File: src/rtl/serial_adder.sv
// Bit-serial adder/subtractor: one full-adder cell, LSB first, WIDTH cycles per operation, start/done handshake.
// Define SERIAL_ADDER_OVF_EN to add the registered signed-overflow output.
module serial_adder #(
  parameter int WIDTH = 8
) (
  input  logic             clk_i,
  input  logic             rst_i,
  input  logic             start_i,
  input  logic [WIDTH-1:0] a_i,
  input  logic [WIDTH-1:0] b_i,
  input  logic             cin_i,
  input  logic             sub_i,
  output logic             ready_o,
  output logic [WIDTH-1:0] sum_o,
  output logic             cout_o,
`ifdef SERIAL_ADDER_OVF_EN
  output logic             overflow_o,
`endif
  output logic             done_o
);

  localparam int CW = $clog2(WIDTH);
  localparam logic [CW-1:0] LAST_BIT = CW'(WIDTH - 1);

  localparam logic [1:0] S_IDLE = 2'd0;
  localparam logic [1:0] S_RUN  = 2'd1;
  localparam logic [1:0] S_DONE = 2'd2;

  logic [1:0]       state_q, state_d;
  logic [WIDTH-1:0] a_q, a_d;
  logic [WIDTH-1:0] b_q, b_d;
  logic [WIDTH-1:0] res_q, res_d;
  logic [WIDTH-1:0] sum_q, sum_d;
  logic [CW-1:0]    cnt_q, cnt_d;
  logic             carry_q, carry_d;
  logic             cout_q, cout_d;
`ifdef SERIAL_ADDER_OVF_EN
  logic             ovf_q, ovf_d;
`endif

  logic bit_s;
  logic carry_s;

  assign bit_s   = a_q[0] ^ b_q[0] ^ carry_q;
  assign carry_s = (a_q[0] & b_q[0]) | (carry_q & (a_q[0] ^ b_q[0]));

  always_comb begin
    state_d = state_q;
    a_d     = a_q;
    b_d     = b_q;
    res_d   = res_q;
    sum_d   = sum_q;
    cnt_d   = cnt_q;
    carry_d = carry_q;
    cout_d  = cout_q;
`ifdef SERIAL_ADDER_OVF_EN
    ovf_d   = ovf_q;
`endif
    case (state_q)
      S_IDLE: begin
        if (start_i) begin
          state_d = S_RUN;
          a_d     = a_i;
          b_d     = sub_i ? ~b_i : b_i;
          carry_d = sub_i ? 1'b1 : cin_i;
          cnt_d   = '0;
        end
      end
      S_RUN: begin
        res_d   = {bit_s, res_q[WIDTH-1:1]};
        a_d     = a_q >> 1;
        b_d     = b_q >> 1;
        carry_d = carry_s;
        cnt_d   = cnt_q + CW'(1);
        if (cnt_q == LAST_BIT) begin
          // Publish only the completed word so partial results never reach sum_o.
          state_d = S_DONE;
          sum_d   = {bit_s, res_q[WIDTH-1:1]};
          cout_d  = carry_s;
`ifdef SERIAL_ADDER_OVF_EN
          ovf_d   = carry_q ^ carry_s;
`endif
        end
      end
      S_DONE:  state_d = S_IDLE;
      default: state_d = S_IDLE;
    endcase
  end

  always_ff @(posedge clk_i or posedge rst_i) begin
    if (rst_i) begin
      state_q <= S_IDLE;
      a_q     <= '0;
      b_q     <= '0;
      res_q   <= '0;
      sum_q   <= '0;
      cnt_q   <= '0;
      carry_q <= 1'b0;
      cout_q  <= 1'b0;
`ifdef SERIAL_ADDER_OVF_EN
      ovf_q   <= 1'b0;
`endif
    end else begin
      state_q <= state_d;
      a_q     <= a_d;
      b_q     <= b_d;
      res_q   <= res_d;
      sum_q   <= sum_d;
      cnt_q   <= cnt_d;
      carry_q <= carry_d;
      cout_q  <= cout_d;
`ifdef SERIAL_ADDER_OVF_EN
      ovf_q   <= ovf_d;
`endif
    end
  end

  assign ready_o = (state_q == S_IDLE);
  assign done_o  = (state_q == S_DONE);
  assign sum_o   = sum_q;
  assign cout_o  = cout_q;
`ifdef SERIAL_ADDER_OVF_EN
  assign overflow_o = ovf_q;
`endif

endmodule
File: config.mk
export PLATFORM = sky130hd
export DESIGN_NAME = serial_adder
export DESIGN_NICKNAME = d
export VERILOG_FILES = /design/src/rtl/serial_adder.sv
export SDC_FILE = /design/constraint.sdc
export NUM_CORES = 1
export LEC_CHECK = 0
export ABC_AREA = 0
export CORE_UTILIZATION = 57
export CTS_BUF_LIST = sky130_fd_sc_hd__clkbuf_2
export DETAILED_ROUTE_END_ITERATION = 7
export PLACE_DENSITY = 0.95
export SYNTH_ARGS = -nofsm -noshare
export SYNTH_HDL_FRONTEND = slang
export SYNTH_SLANG_ARGS = --single-unit
File: constraint.sdc
create_clock -name clk_i -period 2.3 [get_ports clk_i]
set_input_delay 0.345 -clock clk_i [delete_from_list [all_inputs] [get_ports clk_i]]
set_output_delay 0.345 -clock clk_i [all_outputs]
set_load 0.05 [all_outputs]
* Yosys cells after proc, flatten, opt, wreduce, memory -nomap -nowiden
Index checks and enable logic that the tools add are counted.
Word-level totals: register bits 39
Cells by class: $add $sub $neg 1, equality and inequality tests 5, muxes and demuxes 13, bitwise logic cells 6, reduce and logical (&&, ||, !) cells 5
Operators by type and width (count):
- $pmux W8 S2 | 2
- $mux W8 | 3
- $not A8 Y8 | 1
- $pmux W3 S2 | 1
- $reduce_and A2 Y1 | 3
- $mux W2 | 2
- $ne A2 B2 Y1 const B | 2
- $pmux W2 S2 | 1
- $add A3 B1 Y3 const B | 1
- $eq A3 B3 Y1 const B | 1
- $mux W3 | 1
- $and A1 B1 Y1 | 2
- $eq A2 B1 Y1 const B | 1
- $eq A2 B2 Y1 const B | 1
- $logic_not A2 Y1 | 1
- $mux W1 | 2
- $pmux W1 S2 | 1
- $reduce_bool A2 Y1 | 1
- $xor A1 B1 Y1 | 2
- $or A1 B1 Y1 | 1

* Depth between registers and ports, before layout
Gate-level depths: netlist (run 1).
depth in word-level cells 4, gate-level depth with buffers 5, mapped depth without buffers 4

* Worst setup path after synthesis (run 1)
No wires, ideal clock.
path kind register to output, start reg state_q[1], end out done_o, data arrival time 1479 ps, required time 1955 ps, setup slack 476 ps, stages on the path, launching flop included 4, path buffers 2, cell sequence dfrtp_1 > buf_2 > clkbuf_1 > nor2b_1
On the way: longest elaborated chain between the ends 1
Ends and longest elaborated chain:
- start: declaration | line 29 | logic [1:0] state_q, state_d;
- start signal: assignment | line 104 | state_q <= state_d;
- $eq A2 B2 Y1 | line 119 | assign done_o = (state_q == S_DONE);
- end: declaration | line 19 | output logic done_o
Every way passes these cells.

* Final worst setup path (run 1)
start reg sum_q[1], in the netlist sum_o[1], end out sum_o[1]
RTL lines:
- start: declaration | line 33 | logic [WIDTH-1:0] sum_q, sum_d;
- start signal: assignment | line 108 | sum_q <= sum_d;
- end: declaration | line 14 | output logic [WIDTH-1:0] sum_o,
No word-level cell between the ends.

==> results.yml, run 1 <==
clocking:
  path_clk_slew_ns: 0.20
  cts_sinks: 38
  tritoncts.num_buffers: 5
  clk_root_buffer_cell: "clkbuf_2"
  cts_tree: "done"
  cts_buffer_depth: 2
  number_of_levels_in_the_clock_h_tree: 2
  clk_latency_ns: 0.40
setup_path:
  timing.setup.critical_path_class: "flip-flop to output port"
  timing.critical_path.cells: "clkdlybuf4s50_1"
  r2r_slack_ns: 0.58
  critical_path.max_stage_delay_ns: 0.80
  worst-path-buf-inv: 1
  worst-endpoint-arrival_ns: 1.59
  startpoint_type_of_the_worst_setup_path: "flip-flop"
  crit_slowest_cell: "clkdlybuf4s50_1"
  cp_data_required_time_ns: 1.96
  crit_path_max_fanout: 2
  critical_path.startpoint: "sum_o[1]"
  crit-reg2reg-capture: "cout_o"
  critical_path.reg2reg.startpoint: "state_q[0]"
  cp-end-kind: "output port"
  reg2reg_depth: 3
  timing.critical_path.max_delay_family: "buffers and inverters"
grt:
  aggregate_global_routing_overflow: 0
  grt_busiest_layer: "met2"
  grt_pass1_wl_um: 5180
  grt_start_max_net_pins: 39
  globalRouteMet3Util: 0.0760
  grt_usage: 0.217
  use_met2: 0.353
  antenna_found_initial: 0
  globalRouteMet1Util: 0.280
  vias_in_the_first_global_route: 1118
finish:
  areaGrowthSynthToFinish_pct: 21.9
  antenna-diode-count: 0
  final_net_count: 186
  post-route-util: 0.745
  drive_gt1_frac: 0.185
pwr:
  power.leakage_uw: 0.000966
  power_per_cell_area_nw_per_um2: 1340
  power.share.combinational: 0.446
  p_total_uw: 2780
  seq_power_share: 0.413
  p_int_uw: 1700
  p_sw_uw: 1080
  power_share_of_the_clock_group: 0.141
  max_rail_drop_vdd_v: 0.00120
  netSwitchingFraction: 0.387
synthesis:
  synth-compound-area-share: 0.136
  syn_avg_cell_area_um2: 13.1
  synthesis.nets: 154
  yosys.area_share.xor_xnor: 0.0412
  synth_enable_flop_cells: 0
  dominantRegCellSynth: "dfrtp_1"
  synth_top_family_by_area: "compound AO/OA/AOI/OAI gates"
  yosys-mux-area-fraction: 0.113
  post_synth_instance_area_um2: 1700
  yosys_register_bits: 38
  yosysWarnings: 0
  synth_sequential_area_ratio: 0.559
  synthArstFlopShare: 1.00
  synthAdderAreaFrac: 0.0265
  yosys.cell_types.count: 27
  synth_simple_gate_area_frac: 0.0854
  synth_cells: 130
outcome:
  run_status: "complete, no violations"
routing:
  drt.antenna.violating_nets: 0
  totalWireLength_um: 3040
  vias: 1118
  firstDrtPassIters: 4
  drt_iter0_markers: 27
  via_per_inst: 5.79
  post-route-drc-count: 0
  wl_per_cell_um: 15.8
timing:
  slew_viol_final: 0
  period_needed_ns: 1.93
  setup_slack_of_the_critical_path_after_layout_ns: 0.369
  maxSlewHeadroom: 0.663
  worst-slew-pin-transition_ns: 0.505
  grt_setup_unrepaired: "no"
  hold_ws_ns: 0.320
  finalHoldViolations: 0
  max_freq_ghz: 0.518
  skew_ns: 0.0212
  fin_crit_share: 0.840
  setup_viol_count_final: 0
  setup-tns-final_ns: 0
hold_path:
  hp-class: "primary input to async pin"
floorplan:
  placeableCoreArea_um2: 2780
  initial_utilization: 0.611
  placementRows: 19
  die_width_um: 56.6
  top_level_ports: 32
  design.die.area_um2: 3210
  floorplan.die.height_um: 56.6
placement:
  post-place-ws_ns: 0.519
  place.port_buffers: 31
  hpwl_after_detailed_placement_um: 2170
  final_weighted_congestion_of_routability_driven_global_placement: 0.786
run:
  maxCapViolCount: 0
## repair_timing
| item | CTS | global route |
|---|---|---|
| hold buffers | 0 | 0 |
| resized for setup | 0 | 1 |
| setup endpoints to repair | 0 | 1 |
| buffers inserted | 0 | 0 |
## metal layers
metal	wire, µm	vias up	part of all wire
met5	0	-	0
met2	1490	35	0.49
met3	159	5	0.052
met4	39	0	0.013
met1	1350	548	0.44
li1	-	530	-
## placed cells by master, fill, tap and decap left out, types with 3 or more instances in the layout
cell	count
a22oi_1	7
clkdlybuf4s50_1	29
mux2_2	17
clkbuf_2	5
and3b_1	7
buf_4	4
o21ai_0	7
a221o_1	7
nand2_1	8
a22o_1	3
dfrtp_1	38
xor2_1	8
## how the worst max path moves through the flow
stage | to | slack [ns] | cells past startpoint
2_1_floorplan | done_o | 0.48 | 3
3_3_place_gp | done_o | 0.55 | 2
3_5_place_dp | done_o | 0.52 | 2
4_1_cts | done_o | 0.06 | 2
5_1_grt | sum_o[2] | 0.29 | 1
6_report | sum_o[1] | 0.37 | 1
## final cells by class
type	instances	area, µm²
Clock buffer	5	25.0
Clock inverter	2	33.8
Fill cell	195	709
Inverter	2	7.51
Multi-Input combinational cell	81	683
Sequential cell	38	951
Tap cell	31	38.8
Timing Repair Buffer	34	333
## power by group through the flow
stage / combinational, µW / clock, µW / sequential (µW)
4_1_cts: 1250 / 394 / 1150
5_1_grt: 1330 / 432 / 1190
6_report: 1240 / 392 / 1150
3_3_place_gp: 1200 / 0 / 1140
2_1_floorplan: 705 / 0 / 1370
3_5_place_dp: 1240 / 0 / 1170
## sequential cells by signal, indices dropped and copies added, names as in the netlist
name / count
a_q: 8
b_q: 8
carry_q: 1
cnt_q: 3
cout_o: 1
res_q: 7
state_q: 2
sum_o: 8
## stage by stage
step,cells,area (µm²)
floorplan,130,1700
CTS,193,2070
detailed placement,186,2010
finish,193,2070
global route,193,2070
global placement,186,2010
## Yosys cell counts (all sizes together) (3+ instances only)
cell type | instances | share of area
a221o | 7 | 0.041
a22o | 3 | 0.015
a22oi | 7 | 0.031
and3b | 7 | 0.036
buf | 8 | 0.032
dfrtp | 38 | 0.56
mux2 | 17 | 0.11
nand2 | 9 | 0.021
nor2 | 3 | 0.0081
o21ai | 8 | 0.024
xor2 | 8 | 0.041
## logic make-up after synthesis
| logic type | after synthesis |
|---|---|
| XOR/XNOR | 8 |
| adder cells (fa/ha/maj) | 3 |
| AO/OA/AOI/OAI | 29 |
| flip-flops | 38 |
| buffers and inverters | 11 |
| AND/OR/NAND/NOR | 24 |
| multiplexers | 17 |
Power figures use the tool's default switching activity.
==> run 2: changes to the inputs <==
--- a/config.mk
+++ b/config.mk
@@ -6,10 +6,10 @@
 export NUM_CORES = 1
 export LEC_CHECK = 0
 export ABC_AREA = 0
-export CORE_UTILIZATION = 57
+export CORE_UTILIZATION = 53
 export CTS_BUF_LIST = sky130_fd_sc_hd__clkbuf_2
 export DETAILED_ROUTE_END_ITERATION = 7
-export PLACE_DENSITY = 0.95
+export PLACE_DENSITY = 0.93
 export SYNTH_ARGS = -nofsm -noshare
 export SYNTH_HDL_FRONTEND = slang
 export SYNTH_SLANG_ARGS = --single-unit
==> constraint.sdc (replaced) <==
create_clock -name clk_i -period 1.9 [get_ports clk_i]
set_input_delay 0.285 -clock clk_i [delete_from_list [all_inputs] [get_ports clk_i]]
set_output_delay 0.285 -clock clk_i [all_outputs]
set_load 0.05 [all_outputs]
==> results.yml, run 2 (synthesis results as in run 1) <==
clocking:
  path_clk_slew_ns: 0.18
  post_cts_hold_buffer_count: 0
  cts_tree: "done"
  clk_root_buffer_cell: "clkbuf_2"
  clk_latency_ns: 0.37
  number_of_levels_in_the_clock_h_tree: 2
  tritoncts.num_buffers: 5
  post_cts_buffers: 0
  cts_sinks: 38
  post_cts_resize_count: 0
  cts_buffer_depth: 2
placement:
  final_weighted_congestion_of_routability_driven_global_placement: 0.731
  post-place-ws_ns: 0.250
  place.port_buffers: 31
  hpwl_after_detailed_placement_um: 2140
setup_path:
  worst-endpoint-arrival_ns: 1.54
  startpoint_type_of_the_worst_setup_path: "flip-flop"
  reg2reg_depth: 4
  crit_slowest_cell: "clkdlybuf4s50_1"
  critical_path.reg2reg.startpoint: "cnt_q[0]"
  r2r_slack_ns: 0.36
  worst-path-buf-inv: 1
  critical_path.max_stage_delay_ns: 0.80
  crit_path_max_fanout: 2
  cp_data_required_time_ns: 1.62
  cp-end-kind: "output port"
  timing.setup.critical_path_class: "flip-flop to output port"
  timing.critical_path.cells: "clkdlybuf4s50_1"
  crit-reg2reg-capture: "sum_o[5]"
  timing.critical_path.max_delay_family: "buffers and inverters"
timing:
  finalHoldViolations: 0
  max_freq_ghz: 0.547
  setup-tns-final_ns: 0
  slew_viol_final: 0
  worst-slew-pin-transition_ns: 0.498
  grt_setup_unrepaired: "no"
  setup_viol_count_final: 0
  fin_crit_share: 0.962
  maxSlewHeadroom: 0.667
  period_needed_ns: 1.83
  skew_ns: 0.0180
  hold_ws_ns: 0.292
  setup_slack_of_the_critical_path_after_layout_ns: 0.0716
pwr:
  p_total_uw: 3280
  max_rail_drop_vdd_v: 0.000890
  power_per_cell_area_nw_per_um2: 1570
  p_sw_uw: 1290
  seq_power_share: 0.421
  power.leakage_uw: 0.000952
  power.share.combinational: 0.478
  netSwitchingFraction: 0.392
  p_int_uw: 1990
  power_share_of_the_clock_group: 0.101
floorplan:
  top_level_ports: 32
  placeableCoreArea_um2: 3050
  design.die.area_um2: 3440
  placementRows: 20
  floorplan.die.height_um: 58.6
  initial_utilization: 0.557
  die_width_um: 58.6
routing:
  via_per_inst: 5.43
  wl_per_cell_um: 14.5
  vias: 1123
  totalWireLength_um: 3010
  drt.antenna.violating_nets: 0
  drt_iter0_markers: 32
  post-route-drc-count: 0
  firstDrtPassIters: 3
finish:
  final_common_cell: "dfrtp_1"
  final_net_count: 187
  antenna-diode-count: 0
  number_of_fill_cells: 250
  most-common-layout-cells: "37 x dfrtp_1, 29 x clkdlybuf4s50_1, 17 x mux2_2, 8 x xor2_1, 8 x nand2_1"
  areaGrowthSynthToFinish_pct: 23.1
  drive_gt1_frac: 0.209
grt:
  antenna_found_initial: 0
  vias_in_the_first_global_route: 1186
  grt_pass1_wl_um: 5240
  grt_usage: 0.208
  aggregate_global_routing_overflow: 0
  grt_start_max_net_pins: 39
outcome:
  run_status: "complete, no violations"
hold_path:
  hp-class: "primary input to async pin"
run:
  maxCapViolCount: 0
-- run 2: cell count changes in the layout (fill, tap and decap cells not counted) --
cell            previous run  this run
bufinv_16                  1         0
buf_12                     0         2
clkinv_1                   1         0
dfrtp_1                   38        37
dfrtp_2                    0         1
clkbuf_2                   5         7
dlymetal6s2s_1             1         0
-- run 2: worst register-to-register path, delay by kind of cell (launching register included) --
| family | cells | cell delay [ns] |
|---|---|---|
| muxes | 1 | 0.36 |
| and+or+nand+nor | 1 | 0.20 |
| adders and majority gates | 2 | 0.44 |
| DFF | 1 | 0.43 |
-- run 2: power groups by stage --
stage                     clock network (µW)  registers, µW  logic (µW)
after detailed placement                   0           1400        1580
after global placement                     0           1370        1500
final                                    331           1380        1570
after floorplan                            0           1660         854
after CTS                                345           1380        1580
after global routing                     383           1420        1700
-- run 2: final cells by class --
| cell class | instances | area [µm²] | share of cell area |
|---|---|---|---|
| clock buffer | 7 | 35.0 | 0.0167 |
| inverter | 2 | 7.51 | 0.00359 |
| multi-input combinational | 81 | 683 | 0.326 |
| sequential | 38 | 952 | 0.455 |
| tap | 44 | 55.1 | 0.0263 |
| timing repair buffer | 35 | 360 | 0.172 |
-- run 2: worst max-delay path by stage --
stage / from / end / cells after the start
floorplan: state_q[1] / done_o / 3
global placement: sub_i / b_q[3] / 3
detailed placement: sub_i / b_q[1] / 3
CTS: state_q[1] / done_o / 3
global route: state_q[1] / ready_o / 3
finish: sum_o[7] / sum_o[7] / 1
-- run 2: per-layer routing --
| metal | global-route usage | up-vias | share of wire |
|---|---|---|---|
| li1 | - | 529 | - |
| met1 | 0.250 | 560 | 0.43 |
| met2 | 0.365 | 26 | 0.52 |
| met3 | 0.0396 | 8 | 0.035 |
| met4 | 0.0918 | 0 | 0.016 |
| met5 | 0 | - | 0 |
-- run 2: stage by stage --
stage | instance area [µm²] | utilization | cells
4_1_cts | 2090 | 0.685 | 207
6_report | 2090 | 0.686 | 207
5_1_grt | 2090 | 0.686 | 207
3_3_place_gp | 2060 | 0.674 | 200
3_5_place_dp | 2060 | 0.674 | 200
2_1_floorplan | 1700 | - | 130
